<file path="src/rtl/snake_pkg.sv">
// Shared snake-game definitions used by the food placement logic.
// Holds the default playfield geometry, the placement FSM state type and a
// small helper that folds an out-of-range random index back into the grid.
package snake_pkg;

  localparam int COORD_W = 12;
  localparam int GRID_W  = 40;
  localparam int GRID_H  = 30;
  localparam int CELL    = 16;

  typedef enum logic [1:0] {
    ST_IDLE,
    ST_DRAW,
    ST_QUERY
  } place_state_t;

  // A raw random value can exceed the grid extent by less than one extent
  // (the raw width is clog2 of the extent), so one subtraction is enough.
  function automatic logic [31:0] foldIndex(input logic [31:0] raw,
                                            input logic [31:0] lim);
    return (raw >= lim) ? (raw - lim) : raw;
  endfunction

endpackage

</file>
<file path="src/rtl/food_lfsr.sv">
// Free-running 16-bit Fibonacci LFSR (taps 16,14,13,11) used as the random
// source for food placement. It advances every clock.
// Ports:
//   clk      - clock
//   rst_n    - asynchronous active-low reset, loads the seed
//   o_state  - current 16-bit LFSR contents
module food_lfsr #(
  parameter logic [15:0] SEED = 16'hACE1
) (
  input  logic        clk,
  input  logic        rst_n,
  output logic [15:0] o_state
);

  // An all-zero LFSR would lock up, so a zero seed is replaced by 1.
  localparam logic [15:0] INIT = (SEED == 16'h0000) ? 16'h0001 : SEED;

  logic [15:0] r_state;
  logic        w_feedback;

  assign w_feedback = r_state[15] ^ r_state[13] ^ r_state[12] ^ r_state[10];

  // Shift towards the MSB, inserting the XOR of the tap bits at bit 0.
  always_ff @(posedge clk or negedge rst_n) begin
    if (!rst_n) begin
      r_state <= INIT;
    end else begin
      r_state <= {r_state[14:0], w_feedback};
    end
  end

  assign o_state = r_state;

endmodule

</file>
<file path="src/rtl/food_placer.sv">
// Places food items at random free cells of the snake playfield.
// A request picks a random cell, asks the snake-body logic whether that
// cell is occupied, and retries on collision up to MAX_TRIES times.
// Ports:
//   clk, rst_n               - clock, asynchronous active-low reset
//   i_req, i_req_slot        - place a new item into the given slot
//   o_req_ready              - high while idle (request can be accepted)
//   o_occ_req, o_occ_x/_y    - occupancy query and candidate pixel position
//   i_occ_ack, i_occ_hit     - query answer; hit means the body overlaps
//   o_food_x, o_food_y       - flattened slot positions, slot k at [k*COORD_W +: COORD_W]
//   o_done                   - one-cycle pulse, placement committed
//   o_fail                   - one-cycle pulse, retries exhausted, slot unchanged
module food_placer
  import snake_pkg::*;
#(
  parameter int          COORD_W   = snake_pkg::COORD_W,
  parameter int          GRID_W    = snake_pkg::GRID_W,
  parameter int          GRID_H    = snake_pkg::GRID_H,
  parameter int          CELL      = snake_pkg::CELL,
  parameter int          X_OFF     = 0,
  parameter int          Y_OFF     = 0,
  parameter int          NUM_FOOD  = 2,
  parameter int          MAX_TRIES = 16,
  parameter logic [15:0] LFSR_SEED = 16'hACE1,
  parameter int          DEF_COL   = 18,
  parameter int          DEF_ROW   = 18,
  localparam int         SLOT_W    = (NUM_FOOD > 1) ? $clog2(NUM_FOOD) : 1
) (
  input  logic                        clk,
  input  logic                        rst_n,
  input  logic                        i_req,
  input  logic [SLOT_W-1:0]           i_req_slot,
  output logic                        o_req_ready,
  output logic                        o_occ_req,
  output logic [COORD_W-1:0]          o_occ_x,
  output logic [COORD_W-1:0]          o_occ_y,
  input  logic                        i_occ_ack,
  input  logic                        i_occ_hit,
  output logic [NUM_FOOD*COORD_W-1:0] o_food_x,
  output logic [NUM_FOOD*COORD_W-1:0] o_food_y,
  output logic                        o_done,
  output logic                        o_fail
);

  localparam int CW    = (GRID_W > 1) ? $clog2(GRID_W) : 1;
  localparam int RW    = (GRID_H > 1) ? $clog2(GRID_H) : 1;
  localparam int TRY_W = $clog2(MAX_TRIES + 1);

  // Cell index to pixel coordinate, truncated to the coordinate width.
  function automatic logic [COORD_W-1:0] toPixel(input int off,
                                                 input logic [31:0] idx);
    logic [31:0] t;
    t = 32'(off) + idx * 32'(CELL);
    return t[COORD_W-1:0];
  endfunction

  place_state_t r_state, w_next;

  logic [15:0]        w_lfsr;
  logic               w_unused_lfsr;
  logic [31:0]        w_col, w_row;
  logic [COORD_W-1:0] w_candX, w_candY;
  logic               w_collide;
  logic               w_accept, w_commit, w_retry, w_giveUp;

  logic [SLOT_W-1:0]  r_slot;
  logic [TRY_W-1:0]   r_tries;
  logic [COORD_W-1:0] r_occX, r_occY;
  logic [COORD_W-1:0] r_foodX [NUM_FOOD];
  logic [COORD_W-1:0] r_foodY [NUM_FOOD];
  logic               r_done, r_fail;

  food_lfsr #(
    .SEED (LFSR_SEED)
  ) u_lfsr (
    .clk     (clk),
    .rst_n   (rst_n),
    .o_state (w_lfsr)
  );

  // Only the low CW+RW bits pick the cell; the rest is deliberately unused.
  assign w_unused_lfsr = ^w_lfsr;

  // Random cell from the LFSR, folded into the grid, then scaled to pixels.
  always_comb begin
    w_col   = foldIndex(32'(w_lfsr[CW-1:0]), 32'(GRID_W));
    w_row   = foldIndex(32'(w_lfsr[CW+RW-1:CW]), 32'(GRID_H));
    w_candX = toPixel(X_OFF, w_col);
    w_candY = toPixel(Y_OFF, w_row);
  end

  // The slot being replaced never collides with its own old position.
  always_comb begin
    w_collide = i_occ_hit;
    for (int k = 0; k < NUM_FOOD; k++) begin
      if ((SLOT_W'(k) != r_slot) && (r_foodX[k] == r_occX) &&
          (r_foodY[k] == r_occY)) begin
        w_collide = 1'b1;
      end
    end
  end

  always_ff @(posedge clk or negedge rst_n) begin
    if (!rst_n) begin
      r_state <= ST_IDLE;
    end else begin
      r_state <= w_next;
    end
  end

  // Next-state and per-cycle control strobes.
  always_comb begin
    w_next   = r_state;
    w_accept = 1'b0;
    w_commit = 1'b0;
    w_retry  = 1'b0;
    w_giveUp = 1'b0;
    case (r_state)
      ST_IDLE: begin
        if (i_req && (32'(i_req_slot) < 32'(NUM_FOOD))) begin
          w_accept = 1'b1;
          w_next   = ST_DRAW;
        end
      end
      ST_DRAW: begin
        w_next = ST_QUERY;
      end
      ST_QUERY: begin
        if (i_occ_ack) begin
          if (!w_collide) begin
            w_commit = 1'b1;
            w_next   = ST_IDLE;
          end else if ((32'(r_tries) + 32'd1) >= 32'(MAX_TRIES)) begin
            w_giveUp = 1'b1;
            w_next   = ST_IDLE;
          end else begin
            w_retry = 1'b1;
            w_next  = ST_DRAW;
          end
        end
      end
      default: begin
        w_next = ST_IDLE;
      end
    endcase
  end

  // Datapath: slot/try bookkeeping, candidate register, slot positions and
  // the registered done/fail pulses.
  always_ff @(posedge clk or negedge rst_n) begin
    if (!rst_n) begin
      r_slot  <= '0;
      r_tries <= '0;
      r_occX  <= '0;
      r_occY  <= '0;
      r_done  <= 1'b0;
      r_fail  <= 1'b0;
      for (int k = 0; k < NUM_FOOD; k++) begin
        r_foodX[k] <= toPixel(X_OFF, 32'(DEF_COL + 2 * k));
        r_foodY[k] <= toPixel(Y_OFF, 32'(DEF_ROW));
      end
    end else begin
      r_done <= w_commit;
      r_fail <= w_giveUp;
      if (w_accept) begin
        r_slot  <= i_req_slot;
        r_tries <= '0;
      end
      if (r_state == ST_DRAW) begin
        r_occX <= w_candX;
        r_occY <= w_candY;
      end
      if (w_retry || w_giveUp) begin
        r_tries <= r_tries + 1'b1;
      end
      if (w_commit) begin
        for (int k = 0; k < NUM_FOOD; k++) begin
          if (SLOT_W'(k) == r_slot) begin
            r_foodX[k] <= r_occX;
            r_foodY[k] <= r_occY;
          end
        end
      end
    end
  end

  always_comb begin
    o_food_x = '0;
    o_food_y = '0;
    for (int k = 0; k < NUM_FOOD; k++) begin
      o_food_x[k*COORD_W +: COORD_W] = r_foodX[k];
      o_food_y[k*COORD_W +: COORD_W] = r_foodY[k];
    end
  end

  assign o_req_ready = (r_state == ST_IDLE);
  assign o_occ_req   = (r_state == ST_QUERY);
  assign o_occ_x     = r_occX;
  assign o_occ_y     = r_occY;
  assign o_done      = r_done;
  assign o_fail      = r_fail;

endmodule

</file>
<file path="config.mk">
export PLATFORM = sky130hd
export DESIGN_NAME = food_placer
export DESIGN_NICKNAME = d
export VERILOG_FILES = /design/src/rtl/snake_pkg.sv /design/src/rtl/food_lfsr.sv /design/src/rtl/food_placer.sv
export SDC_FILE = /design/constraint.sdc
export NUM_CORES = 1
export LEC_CHECK = 0
export BUFFER_PORTS_ARGS = -buffer_cell sky130_fd_sc_hd__buf_2
export CORE_UTILIZATION = 47
export CTS_CLUSTER_SIZE = 16
export DETAILED_ROUTE_END_ITERATION = 8
export PLACE_DENSITY = 0.81
export SKIP_LAST_GASP = 1
export SLEW_MARGIN = 15
export SYNTH_ARGS = -nofsm -noshare
export SYNTH_HDL_FRONTEND = slang
export SYNTH_SLANG_ARGS = --single-unit
export TNS_END_PERCENT = 5
</file>
<file path="constraint.sdc">
create_clock -name clk -period 2.2 [get_ports clk]
set_clock_uncertainty 0.15 [all_clocks]
set_input_delay 0.22 -clock clk [delete_from_list [all_inputs] [get_ports clk]]
set_output_delay 0.22 -clock clk [all_outputs]
set_load 0.1 [all_outputs]
</file>
* Word-level counts from Yosys, hierarchy flattened
Index checks and enable logic that the tools add are counted.
** Storage, ports and cells
- Bits in latches :: 0
- Memory bits (read-only) :: 0
- Memories kept :: 0
- Input bits :: 6
- RAM bits :: 0
- Bits in registers :: 74
- Logic and storage cells :: 65
** Cells by class
- Magnitude comparators :: 3
- Multipliers :: 0
- Equal/unequal tests :: 8
- Mux-type cells :: 24
- Add/sub/neg operators :: 4
- Div/mod/pow operators :: 0
- Shift operators :: 0
- Reductions and logical operators :: 10
- Bitwise operators :: 4
** Operators by type and width (count)
- $eq 8x8->1 :: 4
- $mux 1 :: 17
- $mux 8 :: 2
- $mux 5 :: 2
- $sub 6x6->7 const B :: 1
- $add 5x1->6 const B :: 1
- $ge 6x5->1 const B :: 1
- $ge 6x6->1 const B :: 1
- $pmux 2 s3 :: 1
- $reduce_and 2->1 :: 3
- $sub 5x5->6 const B :: 1
- $add 5x1->5 const B :: 1
- $ge 5x5->1 const B :: 1
- $logic_and 1x1->1 :: 4
- $mux 2 :: 2
- $xor 1x1->1 :: 3
- $eq 2x1->1 const B :: 1
- $eq 2x2->1 const B :: 1
- $logic_not 2->1 :: 1
- $ne 2x1->1 const B :: 1
- $ne 2x2->1 const B :: 1
- $reduce_bool 2->1 :: 1
- $logic_or 1x1->1 :: 1
- $not 1->1 :: 1

* Logic depth before layout (Yosys ltp)
- Depth in word-level cells :: 10
- Depth in mapped cells :: 8
- Gate-level depth less buffers :: 8

* By module
From an unflattened synthesis, not the netlist that was laid out.
** Unflattened totals
- Cells, all modules :: 258
- Area total of the unflattened synthesis :: 3111.7 um2
** Modules (own cells, without submodules)
- food_placer :: times used 1, area an instance 2675.1 um2, sequential area each 1236.2 um2, cells an instance 239
- food_lfsr :: times used 1, area an instance 436.7 um2, sequential area each 410.4 um2, cells an instance 19

* Worst setup path before layout
Ideal clock, no wire load.
- Kind :: register to register
- Start :: register r_state[0]
- End :: register r_foodY (netlist bit o_food_y[22])
- Cell stages (with the launch flop) :: 6
- Arrival :: 3.125 ns
- Slack :: -1.202 ns
- Buffers on the path :: 1
- Library setup time :: 0.126 ns
- Cells stage by stage :: dfrtp_1 -> nor2b_1 -> nand2_1 -> nor3_4 -> buf_6 -> mux2_2
** On the way
- Longest elaborated chain between the ends :: 3
** RTL lines
- start, declared :: line food_placer.sv:57 : place_state_t r_state, w_next;
- start signal, assigned :: line food_placer.sv:107 : r_state <= w_next;
- $eq 2x2->1
- via o_occ_req :: line food_placer.sv:34 : output logic o_occ_req,
- $mux 1 :: line food_placer.sv:118 : case (r_state)
- $reduce_and 2->1 (no line)
- end signal, assigned by index :: line food_placer.sv:160 : r_foodY[k] <= toPixel(Y_OFF, 32'(DEF_ROW));
- end signal, assigned by index :: line food_placer.sv:180 : r_foodY[k] <= r_occY;
- end, declared :: line food_placer.sv:70 : logic [COORD_W-1:0] r_foodY [NUM_FOOD];
The timed path passes the listed nets, and every way through them passes these cells.
A chain may end at the register's enable or synchronous reset.

* Final worst setup path
- Start :: register r_foodY (netlist bit o_food_y[17])
- End :: register r_foodY (netlist bit o_food_y[10])
** On the way
- Longest elaborated chain between the ends :: 7
** RTL lines
- $eq 8x8->1 :: line food_placer.sv:97 : (r_foodY[k] == r_occY)) begin
- $logic_and 1x1->1 :: line food_placer.sv:96 : if ((SLOT_W'(k) != r_slot) && (r_foodX[k] == r_occX) &&
- $mux 1 :: line food_placer.sv:96
- $mux 1 :: line food_placer.sv:130 : if (!w_collide) begin
- $mux 1 :: line food_placer.sv:129 : if (i_occ_ack) begin
- $mux 1 :: line food_placer.sv:118
- $reduce_and 2->1 (no line)
Every way passes these cells.

==> out/metrics.yaml <==
status: "complete, but fails checks"
violations: "setup timing"
p_leak_nw: 1.86
core_area_um2: 6310
ys_ff_latch: 65
postPlaceCellArea_um2: 3500
end_kind: "flop"
syn_area_per_cell_um2: 11.9
finalPower_mw: 3.35
cts_sinks: 65
die-area_um2: 6830
synthArstFlopShare_pct: 100
finalMaxSlewViolations: 0
synth_edf_count: 0
setup_slack_ps: -107
globalRoute.totalOverflow: 0
ys_warn_count: 0
startpoint: "o_food_y[17]$_DFFE_PN1P_"
fin_hold_ws_ps: 160
cts_root_buf: "clkbuf_8"
path_max_fanout: 12
dpl.hpwl_um: 4400
syn_inst: 257
crit_chain: "xnor2_1 > nand4_1 > nor4_2 > or3_4 > nor3_4 > buf_12 > mux2_2"
vias: 2027
period_share_pct: 105
drt_iter0_markers: 76
worstSetupPathType: "flop to flop"
die_h_um: 82.6
synthFlopType: "dfrtp_1"
ir_drop_mv: 0.570
area_growth_pct: 24.6
worst_pin_slew_ps: 607
cp.buffers_inverters: 1
pin_count: 82
rows: 29
cpPeakStageDelay_ps: 620
crit_cells: 7
r2r_slack_ps: -110
cp-start-kind: "flop"
synthesis.area_um2: 3060
cts_tree: "yes"
gp_congestion: 0.770
clk_pin_slew_ps: 70
detail-route-antenna-nets: 0
drive_gt1_share_pct: 52.1
setup_viol: 27
fin_util_pct: 60.3
hold_class: "input port to flop"
start_util_pct: 48.4
timing.fmax_mhz: 433
fp.dieW_um: 82.6
slew_headroom_pct: 58.9
required_ps: 2280
grt_start_max_net_pins: 45
ff2ff_path_depth: 7
h-tree-depth: 3
nNetsFinal: 343
maxCapViolCount: 0
routed_via_density: 4.88
critical-path-top-delay-family: "simple AND/OR/NAND/NOR gates"
grt_usage_pct: 19.5
cts_max_path_buffers: 2
rsz0062_at_grt: "true"
worstHoldStart: "i_req"
synth_cell_types: 33
worstHoldEndpoint: "r_state[0]$_DFFE_PN0P_"
grt_pass1_vias: 1945
r2r_end: "o_food_y[10]$_DFFE_PN0P_"
num_antenna_cells: 0
stdcell_area_um2: 3810
grt_pass1_wl_um: 9400
p_per_area_nw_per_um2: 879
yosysSeqAreaShare_pct: 53.9
layout_min_cycle_time_ps: 2310
wl_per_cell_um: 14.3
finalHoldViolations: 0
clk_latency_ps: 340
grt_antenna_before_repair: 0
io_buffers: 57
holdPathStages: 3
tns_ps: -1670
crit_path_top_delay_cell: "dfstp_4"
firstDrtPassIters: 5
cts_buffers: 9
routed_wl_um: 5950
drc_errors: 0
r2r_start: "o_food_y[17]$_DFFE_PN1P_"
crit_arrival_ps: 2380
[flip-flops by register name, summed over array words and instances (netlist names)]
| register | cells |
|---|---|
| o_food_y | 12 |
| o_occ_x | 7 |
| r_state | 2 |
| o_food_x | 14 |
| o_occ_y | 6 |
| u_lfsr.o_state | 16 |
| o_done | 1 |
| r_tries | 5 |
| r_slot | 1 |
| o_fail | 1 |
[how the worst max path moves through the flow]
stage	endpoint	slack (ps)
global placement	o_food_x[21]$_DFFE_PN0P_	-20
finish	o_food_y[10]$_DFFE_PN0P_	-110
global route	r_tries[2]$_DFFE_PN0P_	-210
detailed placement	o_food_x[21]$_DFFE_PN0P_	-100
floorplan	o_food_x[19]$_DFFE_PN0P_	-200
CTS	o_food_y[10]$_DFFE_PN0P_	-110
[per-stage QoR]
stage	cells	worst slack, ps
final	415	-107
after global routing	415	-208
after CTS	415	-106
after detailed placement	396	-103
after global placement	396	-20.9
after floorplan	280	-196
[metal layers]
metal  track usage (%)  vias to the layer above  routed length, um
met3              6.92                        7                249
met5                 0                        -                  0
met2              32.4                       45               3020
met4              5.69                        0                 61
li1                  -                      967                  -
met1              23.8                     1008               2620
[cell families (layout without fill, tap and decap cells)]
group,Yosys count,after routing,share of synthesized area [%]
AND/OR/NAND/NOR,53,53,9.13
flip-flops,65,65,53.9
XOR/XNOR,29,29,8.31
other,1,24,0.123
AO/OA/AOI/OAI,25,25,4.75
multiplexers,32,32,11.7
buffers and inverters,48,106,10.5
adder cells (fa/ha/maj),4,4,1.64
[placed cells by master (no fill, tap or decap), types with 9 or more instances in the layout]
master    synthesis  routed
buf_2             1      57
buf_4            33      19
clkbuf_8          0       9
conb_1            1      24
dfrtp_1          49      18
dfrtp_2           0      31
inv_1             9       9
mux2_2           28      28
nand2_1          23      23
o21ai_0          16      16
xnor2_1          28      28
[area by class of cell]
cell class | count | area (um^2)
well taps | 77 | 96.3
inverters | 9 | 33.8
flip-flops and latches | 65 | 1720
repair buffers | 81 | 498
fillers | 515 | 2510
clock inverters | 7 | 143
clock buffers | 9 | 124
multi-input cells | 167 | 1200
[synth_stat cells, types with 2 or more instances]
master	count	area, um^2
dfrtp_1	49	1230
buf_4	33	248
mux2_2	28	315
xnor2_1	28	245
nand2_1	23	86.3
dfstp_2	16	420
o21ai_0	16	80.1
inv_1	9	33.8
nand3_1	8	40.0
nand4_1	7	43.8
ha_1	4	50.1
nor2_1	4	15.0
clkbuf_1	3	11.3
mux2i_1	3	30.0
nor4_1	3	18.8
buf_6	2	22.5
nand2b_1	2	12.5
nor3_4	2	32.5
o211ai_1	2	15.0
or3_1	2	12.5
[power breakdown]
part           internal [mW]  total [mW]  switching [mW]  leakage, nW
registers               1.24        1.30          0.0603        0.801
logic                  0.148       0.718           0.570        0.926
clock network          0.868        1.33           0.458        0.133
[worst min-delay path, delay by kind of cell]
| family | cells | cell delay [ps] |
|---|---|---|
| compound gates | 1 | 120 |
| buf+inv | 1 | 90 |
| simple gates | 1 | 170 |
[what timing repair did]
item / 4_1_cts / 5_1_grt
cloned: 0 / 0
buffers inserted: 0 / 0
hold buffers: 3 / 0
pin swaps: 0 / 0
endpoints found under the hold margin: 15 / 0
setup endpoints to repair: 30 / 32
gates resized for setup: 1 / 1
No activity file was read; power rests on OpenSTA's default activity.
